===== src/rtl/noc_port_arbiter.sv =====
// Output-port arbiter for the mesh NoC router: round-robin head-flit arbitration,
// wormhole locking until the tail flit, and downstream credit-based flow control.
module noc_port_arbiter #(
    parameter int DATA_WIDTH = 64,
    parameter int NUM_REQ    = 5,
    parameter int CREDITS    = 4,
    localparam int GRANT_W   = (NUM_REQ > 1) ? $clog2(NUM_REQ) : 1,
    localparam int CNT_W     = $clog2(CREDITS + 1)
) (
    input  logic                          clk,
    input  logic                          reset,
    input  logic [NUM_REQ-1:0]            req_valid,
    input  logic [NUM_REQ*DATA_WIDTH-1:0] req_data,
    input  logic [NUM_REQ-1:0]            req_tail,
    output logic [NUM_REQ-1:0]            req_ready,
    output logic                          out_valid,
    output logic [DATA_WIDTH-1:0]         out_data,
    output logic                          out_tail,
    output logic [GRANT_W-1:0]            grant_id,
    input  logic                          credit_return,
    output logic [CNT_W-1:0]              credit_count,
    output logic                          busy,
    output logic                          err_credit_overflow
);

    typedef enum logic {IDLE, LOCKED} state_t;

    localparam logic [CNT_W-1:0]   CREDIT_MAX = CNT_W'(CREDITS);
    localparam logic [GRANT_W-1:0] LAST_IDX   = GRANT_W'(NUM_REQ - 1);

    state_t                state_q, state_d;
    logic [GRANT_W-1:0]    owner_q, owner_d;
    logic [GRANT_W-1:0]    last_grant_q, last_grant_d;
    logic [CNT_W-1:0]      credit_q, credit_d;
    logic                  out_valid_q, out_valid_d;
    logic [DATA_WIDTH-1:0] out_data_q, out_data_d;
    logic                  out_tail_q, out_tail_d;
    logic [GRANT_W-1:0]    grant_q, grant_d;
    logic                  err_q, err_d;

    logic [GRANT_W-1:0]    sel_idx;
    logic                  sel_found;
    logic                  xfer;

    // Requester selection: the lock owner while LOCKED, otherwise the first valid
    // requester scanning upward from the one after the last head-flit grant.
    always_comb begin
        // NOTE: every always_comb output gets a default first so no path infers a latch.
        sel_idx   = owner_q;
        sel_found = 1'b0;
        if (state_q == LOCKED) begin
            sel_found = 1'b1;
        end else begin
            for (int k = 0; k < NUM_REQ; k++) begin
                if (!sel_found && req_valid[(int'(last_grant_q) + 1 + k) % NUM_REQ]) begin
                    sel_found = 1'b1;
                    sel_idx   = GRANT_W'((int'(last_grant_q) + 1 + k) % NUM_REQ);
                end
            end
        end

        req_ready = '0;
        if (sel_found && (credit_q != '0)) begin
            req_ready[sel_idx] = 1'b1;
        end
        xfer = req_valid[sel_idx] && req_ready[sel_idx];
    end

    always_comb begin
        state_d      = state_q;
        owner_d      = owner_q;
        last_grant_d = last_grant_q;
        credit_d     = credit_q;
        err_d        = err_q;
        out_valid_d  = xfer;
        out_data_d   = out_data_q;
        out_tail_d   = out_tail_q;
        grant_d      = grant_q;

        if (xfer) begin
            out_data_d = req_data[int'(sel_idx)*DATA_WIDTH +: DATA_WIDTH];
            out_tail_d = req_tail[sel_idx];
            grant_d    = sel_idx;
            if (state_q == IDLE) begin
                last_grant_d = sel_idx;
                if (!req_tail[sel_idx]) begin
                    state_d = LOCKED;
                    owner_d = sel_idx;
                end
            end else if (req_tail[sel_idx]) begin
                state_d = IDLE;
            end
        end

        // A return with the counter already full means downstream over-reported space.
        if (xfer && !credit_return) begin
            credit_d = credit_q - CNT_W'(1);
        end else if (!xfer && credit_return) begin
            if (credit_q == CREDIT_MAX) begin
                err_d = 1'b1;
            end else begin
                credit_d = credit_q + CNT_W'(1);
            end
        end
    end

    // NOTE: sequential state is written with non-blocking assignments only.
    always_ff @(posedge clk or posedge reset) begin
        if (reset) begin
            state_q      <= IDLE;
            owner_q      <= '0;
            last_grant_q <= LAST_IDX;
            credit_q     <= CREDIT_MAX;
            err_q        <= 1'b0;
            out_valid_q  <= 1'b0;
            out_data_q   <= '0;
            out_tail_q   <= 1'b0;
            grant_q      <= '0;
        end else begin
            state_q      <= state_d;
            owner_q      <= owner_d;
            last_grant_q <= last_grant_d;
            credit_q     <= credit_d;
            err_q        <= err_d;
            out_valid_q  <= out_valid_d;
            out_data_q   <= out_data_d;
            out_tail_q   <= out_tail_d;
            grant_q      <= grant_d;
        end
    end

    assign out_valid           = out_valid_q;
    assign out_data            = out_data_q;
    assign out_tail            = out_tail_q;
    assign grant_id            = grant_q;
    assign credit_count        = credit_q;
    assign busy                = (state_q == LOCKED);
    assign err_credit_overflow = err_q;

endmodule


===== config.mk =====
export PLATFORM = sky130hd
export DESIGN_NAME = noc_port_arbiter
export DESIGN_NICKNAME = d
export VERILOG_FILES = /design/src/rtl/noc_port_arbiter.sv
export SDC_FILE = /design/constraint.sdc
export NUM_CORES = 1
export LEC_CHECK = 0
export CAP_MARGIN = 20
export CORE_AREA = 2 2 162 164
export DETAILED_ROUTE_END_ITERATION = 10
export DIE_AREA = 0 0 164 166
export HOLD_SLACK_MARGIN = 0.02
export MAX_ROUTING_LAYER = met4
export PLACE_DENSITY = 0.71
export SLEW_MARGIN = 20
export SYNTH_ARGS = -nofsm -noshare
export SYNTH_HDL_FRONTEND = slang
export SYNTH_SLANG_ARGS = --single-unit

===== constraint.sdc =====
create_clock -name clk -period 12.4 [get_ports clk]
set_input_delay 1.24 -clock clk [delete_from_list [all_inputs] [get_ports clk]]
set_output_delay 1.24 -clock clk [all_outputs]
set_load 0.03 [all_outputs]

[Word-level counts from Yosys, hierarchy flattened]
Index checks and enable logic that the tools add are counted.
Word-level totals
  ROM bits: 0
  memories: 0
  input port bits: 333
  bits in latches: 0
  register bits after elaboration: 80
  memory bits (writable): 0
  logic and storage cells: 99
Operators by class
  $add $sub $neg: 7
  equal/unequal tests: 2
  divide/modulo/power cells: 5
  mux-type cells: 44
  bitwise operators: 3
  multiply operators: 0
  shift operators: 1
  $lt $le $gt $ge: 7
  reduce and logical (&&, ||, !) cells: 21
Operator list (number)
  $shiftx A320 B10 Y64: 1
  $lt A32 B5 Y1 const B: 5
  $mod A32 B4 Y32 const B: 5
  $add A32 B3 Y32 const B: 2
  $add A32 B2 Y32 const B: 1
  $mux W3: 9
  $mux W1: 25
  $bmux W1 S3: 8
  $logic_and A1 B1 Y1: 9
  $logic_not A1 Y1: 6
  $reduce_and A3 Y1: 2
  $add A4 B3 Y5 const B: 1
  $mux W5: 1
  $add A3 B1 Y4 const B: 1
  $lt A3 B4 Y1 const B: 1
  $reduce_and A2 Y1: 2
  $add A3 B1 Y3 const B: 1
  $demux W1 S3: 1
  $eq A3 B3 Y1 const B: 1
  $ge A3 B1 Y1 const B: 1
  $not A1 Y1: 3
  $reduce_bool A3 Y1: 1
  $sub A3 B1 Y3 const B: 1
  $ne A2 B2 Y1 const B: 1
  $reduce_bool A2 Y1: 1

[Depth between registers and ports, before layout]
Gate-level depths: netlist of run 1.
  word-level depth: 35
  mapped depth: 41

[Worst setup path after synthesis of run 1]
OpenSTA, ideal clock, no wires.
  kind: register to register
  start point: reg last_grant_q[0]
  end point: reg credit_q[2] (netlist: credit_count[2])
  clock period less this slack: 8391 ps
  slack: 4009 ps
  stages on the path, launching flop included: 42
  library setup time: 88 ps
  arrival time: 8304 ps
  cells stage by stage: dfrtp_1 -> buf_2 -> inv_1 -> clkbuf_1 -> ha_1 -> ha_1 -> buf_2 -> nor2b_1 -> nor2_1 -> ha_1 -> o41ai_4 -> xnor2_1 -> ha_1 -> nor2_1 -> nand2_1 -> mux2_2 -> a211o_1 -> nand2_1 -> [6 not listed] -> nor2_1 -> nand4_1 -> o21ai_0 -> a31oi_4 -> and4b_4 -> and2_1 -> buf_6 -> nor2_8 -> inv_2 -> buf_6 -> buf_6 -> ha_1 -> inv_1 -> fa_1 -> nor3_1 -> a21oi_1 -> o21ai_0 -> o31ai_1
Between the ends
  longest elaborated chain between the ends: 35
  elaborated cells on any way between the ends: 68
  classes of those cells: add/sub (5); div (5); order compare (2); eq/ne (1); mux (39); reduce/logical (16)
RTL lines
  start, declared: RTL line 33  | logic [GRANT_W-1:0] last_grant_q, last_grant_d;
  start signal, assigned: RTL line 122  | last_grant_q <= last_grant_d;
  $add A3 B1 Y4 (*): RTL line 55, 57
  branches (longest 26 deep; another with $add A32 B2 Y32)
  $mux W5 (*): RTL line 63  | if (sel_found && (credit_q != '0)) begin
  named net req_ready[4]: RTL line 15  | output logic [NUM_REQ-1:0] req_ready,
  $bmux W1 S3 (*): RTL line 66  | xfer = req_valid[sel_idx] && req_ready[sel_idx];
  $mux W1 (not written as such) (*): RTL line 66
  $logic_and A1 B1 Y1 (*): RTL line 66
  named net out_valid_d: RTL line 35  | logic out_valid_q, out_valid_d;
  $logic_not A1 Y1: RTL line 98  | end else if (!xfer && credit_return) begin
  $logic_and A1 B1 Y1: RTL line 98
  $reduce_bool A2 Y1 (no source line)
  $reduce_and A2 Y1 (no source line)
  end signal, assigned: RTL line 123  | credit_q <= credit_d;
  end, declared: RTL line 34  | logic [CNT_W-1:0] credit_q, credit_d;
Mark *: on every way through the listed nets, which the timed path passes. The select of a mux whose other input is x is not followed.
A chain may end at the register's enable or synchronous reset.

[Final worst setup path of run 1]
  start point: reg last_grant_q[1]
  end point: out req_ready[3]
Between the ends
  longest elaborated chain between the ends: 28
  elaborated cells on any way between the ends: 56
  classes of those cells: add/sub (5); div (5); order compare (2); mux (34); reduce/logical (10)
RTL lines (RTL line)
  $add A3 B1 Y4 (*): 55, 57
  branches (longest 26 deep; another with $add A32 B2 Y32)
  $mux W5 (*): 63
  end, declared: 15
Mark *: on every way between the ends. The select of a mux whose other input is x is not followed.

==> results of run 1 <==
## worst max-delay path by stage
stage / slack [ns] / end / cells past startpoint / from
after global routing: 1.62 / req_ready[3] / 27 / last_grant_q[1]
after global placement: 2.94 / req_ready[3] / 27 / last_grant_q[1]
after detailed placement: 2.68 / req_ready[3] / 27 / last_grant_q[1]
final: 2.25 / req_ready[3] / 27 / last_grant_q[1]
after CTS: 2.27 / req_ready[3] / 27 / last_grant_q[1]
after floorplan: 4.01 / credit_count[2] / 41 / last_grant_q[0]
## cell type report
cell class	count	area [µm²]	area share (%)
antenna	37	92.6	0.662
inverter	41	158	1.13
clock inverter	7	100	0.716
clock buffer	9	225	1.61
sequential	80	2000	14.3
timing repair buffer	421	4200	30.0
multi-input combinational	854	6780	48.5
tap	335	419	3.00
## cell families after synthesis
| family | count (synthesis) | share of synthesized area [%] |
|---|---|---|
| xor gates and xnor gates | 15 | 1.49 |
| muxes | 216 | 24.7 |
| and+or+nand+nor | 329 | 17.5 |
| DFF | 80 | 21.6 |
| buffers and inverters | 118 | 5.52 |
| adders and majority gates | 44 | 6.01 |
| AOI/OAI and AO/OA | 250 | 23.2 |
## cells in the mapped netlist (8+ instances only)
cell / number / area share, %
sky130_fd_sc_hd__a32o_1: 66 / 7.1
sky130_fd_sc_hd__o21ai_0: 19 / 1.0
sky130_fd_sc_hd__dfrtp_1: 78 / 21
sky130_fd_sc_hd__a31oi_1: 14 / 0.94
sky130_fd_sc_hd__nand4_1: 11 / 0.74
sky130_fd_sc_hd__a21oi_1: 25 / 1.3
sky130_fd_sc_hd__nand2_1: 162 / 6.5
sky130_fd_sc_hd__mux2_2: 65 / 7.9
sky130_fd_sc_hd__o211ai_1: 9 / 0.73
sky130_fd_sc_hd__xnor2_1: 10 / 0.94
sky130_fd_sc_hd__nor2_1: 31 / 1.3
sky130_fd_sc_hd__nor3_1: 17 / 0.92
sky130_fd_sc_hd__mux2i_1: 144 / 16
sky130_fd_sc_hd__clkbuf_1: 32 / 1.3
sky130_fd_sc_hd__nand3_1: 24 / 1.3
sky130_fd_sc_hd__and3_1: 13 / 0.88
sky130_fd_sc_hd__ha_1: 43 / 5.8
sky130_fd_sc_hd__a21o_1: 9 / 0.73
sky130_fd_sc_hd__nor2b_1: 8 / 0.54
sky130_fd_sc_hd__inv_1: 38 / 1.5
sky130_fd_sc_hd__buf_2: 35 / 1.9
sky130_fd_sc_hd__and2_1: 10 / 0.67
## worst max-delay path, delay by kind of cell (launching register included)
| family | cells | cell delay [ns] |
|---|---|---|
| adders and majority gates | 5 | 1.99 |
| muxes | 2 | 0.71 |
| xor gates and xnor gates | 1 | 0.21 |
| AOI/OAI and AO/OA | 7 | 2.06 |
| DFF | 1 | 0.70 |
| buffers and inverters | 3 | 1.48 |
| and+or+nand+nor | 9 | 1.38 |
## state kept, by name, summed over array words and instances (netlist names)
name / count
grant_id: 3
busy: 1
out_data: 64
last_grant_q: 3
credit_count: 3
out_valid: 1
owner_q: 3
out_tail: 1
err_credit_overflow: 1
## routing by layer
metal	share of wire, %	global-route usage [%]	vias up
li1	-	-	4753
met1	37	38.8	5139
met2	51	56.0	419
met3	6.7	7.47	92
met4	5.3	21.3	0
met5	0	-	-
## metrics by stage
step / instances / utilization [%] / cell area [µm²] / hold WS [ns]
4_1_cts: 1747 / 54.2 / 13900 / 0.481
3_3_place_gp: 1731 / 53.0 / 13600 / 0.453
5_1_grt: 1784 / 54.6 / 14000 / 0.526
3_5_place_dp: 1731 / 53.0 / 13600 / 0.460
6_report: 1784 / 54.6 / 14000 / 0.488
2_1_floorplan: 1052 / - / 9290 / 0.519
==> metrics.md, run 1 <==
| Metric | Value |
|---|---|
| GRT Total Usage | `34.7%` |
| Post-CTS setup-driven buffer insertion count | `0` |
| Setup-violating endpoint count in the final report | `0` |
| IO buf count | `411` |
| Post-cts sizing count | `0` |
| Clock transition at the registers of the reported paths | `approximately 0.07 ns` |
| Measured slew at the worst slew-check pin | `1.05 ns` |
| Vias/cell | `about 5.8` |
| Number of DRC violations after detailed-routing iteration 0 | `890` |
| Most frequent standard cell in the layout excluding fill and tap cells | `sky130_fd_sc_hd__clkdlybuf4s50_1` |
| Sink Count | `80` |
| Largest clock skew in the final design | `between 0.015 and 0.02 ns` |
| Number of buffers added by the clock tree synthesis step | `9` |
| Commonest cells after routing, fill and taps aside | `411 x sky130_fd_sc_hd__clkdlybuf4s50_1, 162 x sky130_fd_sc_hd__nand2_1, 144 x sky130_fd_sc_hd__mux2i_1` |
| Reg-to-reg critical path endpoint | `owner_q[1]` |
| NumNets Final | `~1800` |
| Worst slew margin | `30.0%` |
| Worst R2R Start | `last_grant_q[1]` |
| Kind of end point of the critical path | `output pin` |
| CTS Hold Buffers Added | `0` |
| Area of the core | `0.0256 mm²` |
| CTS tree | `yes` |
| Number of synthesized register bits | `80` |
| RSZ-0062 raised after global routing | `false` |
| Final worst-path setup slack | `2.25 ns` |
| Routed via count | `between 10000 and 15000` |
| FF-to-FF setup slack | `roughly 2.7 ns` |
| Worst Path Required | `between 10 and 15 ns` |
| Longest Clk Path Bufs | `2` |
| Largest net degree at the start of global routing | `between 100 and 150` |
| CP peak stage delay | `around 0.85 ns` |
| Synthesis Warnings | `0` |
| Number of enable flip-flop cells after synthesis | `0` |
| Arr. time, crit path | `~8.9 ns` |
| Routed WL per cell | `26.5 µm` |
| Antenna violations before repair | `37` |
| Async SR Flop Fraction | `100%` |
| End point of the most critical hold path | `err_credit_overflow` |
| Max-cap violation count | `0` |
| Number of hold-slack violations in the final timing report | `0` |
| Total grt overflow | `0` |
| Minimum period implied by the final worst setup slack | `between 10 and 15 ns` |
| Fraction of the cycle the final worst path needs | `81.9%` |
| Critical Path Most Common Cell | `sky130_fd_sc_hd__ha_1` |
| I/O pin count | `412` |
| Worst r2r path cells | `30` |
| Floorplan row count | `59` |
| Class of the tightest hold or removal check | `reg2reg` |
| F_max | `0.0985 GHz` |
| H-tree levels | `3` |
| Sequential-to-total area share from yosys stat | `21.6%` |
| Final HPWL DP | `37800 µm` |
| Weighted congestion at the end of routability-driven global placement | `0.994` |
| Startpoint of the most critical hold path | `err_credit_overflow` |
| Hold Crit Depth | `1` |
| Max-slew violation count | `0` |
| Wire length of the first global-routing pass | `67000 µm` |
| Number of global-route vias before repair | `10157` |
| Die W | `164 µm` |
| Distinct cell type count after synthesis | `101` |
| Startpoint type of the worst setup path | `flip-flop` |
| Status | `finished, final reports clean` |
| Die footprint | `0.0272 mm²` |
| Critical path class | `reg2out` |
| Instance count of the mapped netlist | `approximately 1100` |
| Layout area overhead | `50.5%` |
| Root buffer cell | `sky130_fd_sc_hd__clkbuf_16` |
| Crit path max fanout | `67` |
| Final TNS setup | `0 ns` |
| Syn_nets | `1429` |
| Antenna-violating nets left | `0` |
| Die outline height | `about 170 µm` |
| Number of search-and-repair iterations in the first detailed-routing pass | `5` |
| Detailed Route WL | `47200 µm` |
| Share of post-route cells with drive strength above 1 | `between 10 and 15%` |
| Mean instance size in the synthesized netlist | `8.83 µm²` |
| Skew-Pair Late Insertion Delay | `0.36 ns` |
| Fillcell total | `roughly 2400` |
| Highest-delay cell along the critical path | `sky130_fd_sc_hd__ha_1` |
| Top FF cell, synth | `sky130_fd_sc_hd__dfrtp_1` |
| Initial Util | `36.3%` |
| Setup slack after placement | `2.68 ns` |
| Total standard cell area after synthesis | `0.00929 mm²` |
| Residual DRC count | `0` |
Power of run 1 is left out: the tool's default activity adds up to more than one toggle a clock period on the data nets, which glitch-free logic cannot reach.
==> run 2, diff against run 1 <==
==> constraint.sdc (replaced) <==
create_clock -name clk -period 10.2 [get_ports clk]
set_input_delay 1.02 -clock clk [delete_from_list [all_inputs] [get_ports clk]]
set_output_delay 1.02 -clock clk [all_outputs]
set_load 0.03 [all_outputs]
==> metrics.md, run 2 (synthesized netlist as in run 1, its figures left out) <==
| Metric | Value |
|---|---|
| Status | `finished, final reports clean` |
| Residual DRC count | `0 (unchanged)` |
| Worst slew margin | `27.5% (-2.6 points)` |
| Critical path class | `reg2out` |
| Setup slack after placement | `1.13 ns (-1.55 ns)` |
| Final worst-path setup slack | `0.703 ns (-1.54 ns)` |
| Met1 routing resource usage after global routing | `39.8% (+1.0 points)` |
| Most frequent standard cell in the layout excluding fill and tap cells | `sky130_fd_sc_hd__clkdlybuf4s50_1` |
| Max-cap violation count | `0 (unchanged)` |
| Post-cts sizing count | `0 (unchanged)` |
| Root buffer cell | `sky130_fd_sc_hd__clkbuf_16` |
| Routed WL per cell | `27.0 µm (+2.0%)` |
| Antenna-violating nets left | `0 (unchanged)` |
| Post-CTS setup-driven buffer insertion count | `0 (unchanged)` |
| Crit path max fanout | `18 (-73%)` |
| Clock transition at the registers of the reported paths | `0.07 ns (about the same)` |
| Final HPWL DP | `38600 µm (+2.2%)` |
| Layout area overhead | `51.1%` |
| Minimum period implied by the final worst setup slack | `~9.5 ns` |
| Weighted congestion at the end of routability-driven global placement | `1.01 (+1.4%)` |
| Startpoint type of the worst setup path | `flip-flop` |
| Measured slew at the worst slew-check pin | `1.09 ns (+0.0384 ns)` |
| Wire length of the first global-routing pass | `68700 µm (+2.5%)` |
| Class of the tightest hold or removal check | `reg2reg` |
| Share of post-route cells with drive strength above 1 | `10.8% (+0.51 points)` |
| Total grt overflow | `0 (unchanged)` |
| Area of the core | `0.0256 mm² (unchanged)` |
| CP peak stage delay | `0.72 ns (-0.13 ns)` |
| Sink Count | `80 (unchanged)` |
| Setup-violating endpoint count in the final report | `0 (unchanged)` |
| Critical Path Most Common Cell | `sky130_fd_sc_hd__ha_1` |
| Initial Util | `36.3% (unchanged)` |
| I/O pin count | `412 (unchanged)` |
| Number of hold-slack violations in the final timing report | `0 (unchanged)` |
| Longest Clk Path Bufs | `2 (unchanged)` |
| Max-slew violation count | `0 (unchanged)` |
| Number of buffers added by the clock tree synthesis step | `9 (unchanged)` |
| Detailed Route WL | `48200 µm (+1.9%)` |
| Die W | `164 µm (unchanged)` |
| Largest clock skew in the final design | `0.00823 ns (-0.0102 ns)` |
| H-tree levels | `3 (unchanged)` |
| Crit path max-delay family | `simple AND/OR/NAND/NOR gates` |
| Commonest cells after routing, fill and taps aside | `411 x sky130_fd_sc_hd__clkdlybuf4s50_1, 162 x sky130_fd_sc_hd__nand2_1, 144 x sky130_fd_sc_hd__mux2i_1` |
| Arr. time, crit path | `8.48 ns (-0.43 ns)` |
| CTS Hold Buffers Added | `0 (unchanged)` |
| Top Usage Layer GRT | `met2` |
| Fraction of the cycle the final worst path needs | `93.1%` |
| Final cell utilization of the core | `54.8% (+0.22 points)` |
| Die footprint | `0.0272 mm² (unchanged)` |
| Routed via count | `10505 (+0.98%)` |
| IO buf count | `411 (unchanged)` |
| NumNets Final | `1792 (+0.45%)` |
| Flip-flop count of the largest register after layout | `64 (unchanged)` |
| Worst hold-check slack | `0.482 ns (-0.00667 ns)` |
| Skew-Pair Late Insertion Delay | `0.35 ns (about the same)` |
| RSZ-0062 raised after global routing | `false` |
| Number of DRC violations after detailed-routing iteration 0 | `806 (-9.4%)` |
| F_max | `0.105 GHz` |
| Worst Path Required | `9.18 ns (-1.98 ns)` |
| Fraction of met2 tracks used by global routing | `60.2% (+4.2 points)` |
| GRT Total Usage | `35.6% (+0.95 points)` |
| CTS tree | `yes` |
| Number of global-route vias before repair | `10229 (+0.71%)` |
| Bufs and invs on worst path | `2 (-1)` |
| Met3 layer usage reported by global route | `7.87% (+0.40 points)` |
| Final TNS setup | `0 ns (unchanged)` |
| Antenna violations before repair | `27 (-27%)` |
| Kind of end point of the critical path | `output pin` |
| Highest-delay cell along the critical path | `sky130_fd_sc_hd__ha_1` |
| Die outline height | `166 µm (unchanged)` |
| Number of search-and-repair iterations in the first detailed-routing pass | `5 (unchanged)` |
| Floorplan row count | `59 (unchanged)` |
| Vias/cell | `5.89 (+1.0%)` |
| Largest net degree at the start of global routing | `131 (unchanged)` |
-- run 2: changes by cell type in the layout (fill, tap and decap cells not counted), moves of 2 or more --
cell                         previous run  this run
sky130_fd_sc_hd__clkinvlp_4             0         2
sky130_fd_sc_hd__inv_6                  3         0
sky130_fd_sc_hd__diode_2               37        28
sky130_fd_sc_hd__buf_4                  9        16
-- run 2: cell type report --
type | instances | area [µm²]
diodes | 28 | 70.1
clock buffers | 10 | 239
clock inverters | 6 | 92.6
fillers | 2373 | 11600
inverters | 41 | 158
multi-input cells | 854 | 6780
flip-flops and latches | 80 | 2000
well taps | 335 | 419
repair buffers | 429 | 4270
-- run 2: worst register-to-register path: cells and delay by family, from the launching register on --
family	cells	cell delay [ns]
DFF	1	0.57
muxes	3	1.17
and+or+nand+nor	9	1.59
buffers and inverters	3	0.94
adders and majority gates	5	1.86
AOI/OAI and AO/OA	9	2.68
xor gates and xnor gates	1	0.21
-- run 2: final timing paths --
path / startpoint / end / slack, ns / cells past startpoint
worst max-delay path: last_grant_q[0] / req_ready[1] / 0.70 / 25
worst min-delay path: err_credit_overflow / err_credit_overflow / 0.48 / 1
max in group asynchronous: reset / out_data[47] / 8.06 / 3
worst max register to register: last_grant_q[0] / out_data[14] / 1.08 / 30
worst min register to register: err_credit_overflow / err_credit_overflow / 0.48 / 1
min in group asynchronous: reset / out_data[3] / 1.07 / 2
-- run 2: metal layers --
metal / vias up / part of all wire [%]
met4: 0 / 4.1
met1: 5224 / 37
met5: - / 0
met3: 77 / 6.9
met2: 447 / 52
li1: 4757 / -
-- run 2: through the flow --
stage | std cells | cell area [µm²]
2_1_floorplan | 1052 | 9290
3_3_place_gp | 1739 | 13600
3_5_place_dp | 1739 | 13600
4_1_cts | 1755 | 14000
5_1_grt | 1783 | 14000
6_report | 1783 | 14000
Power of run 2 is left out for the same reason.
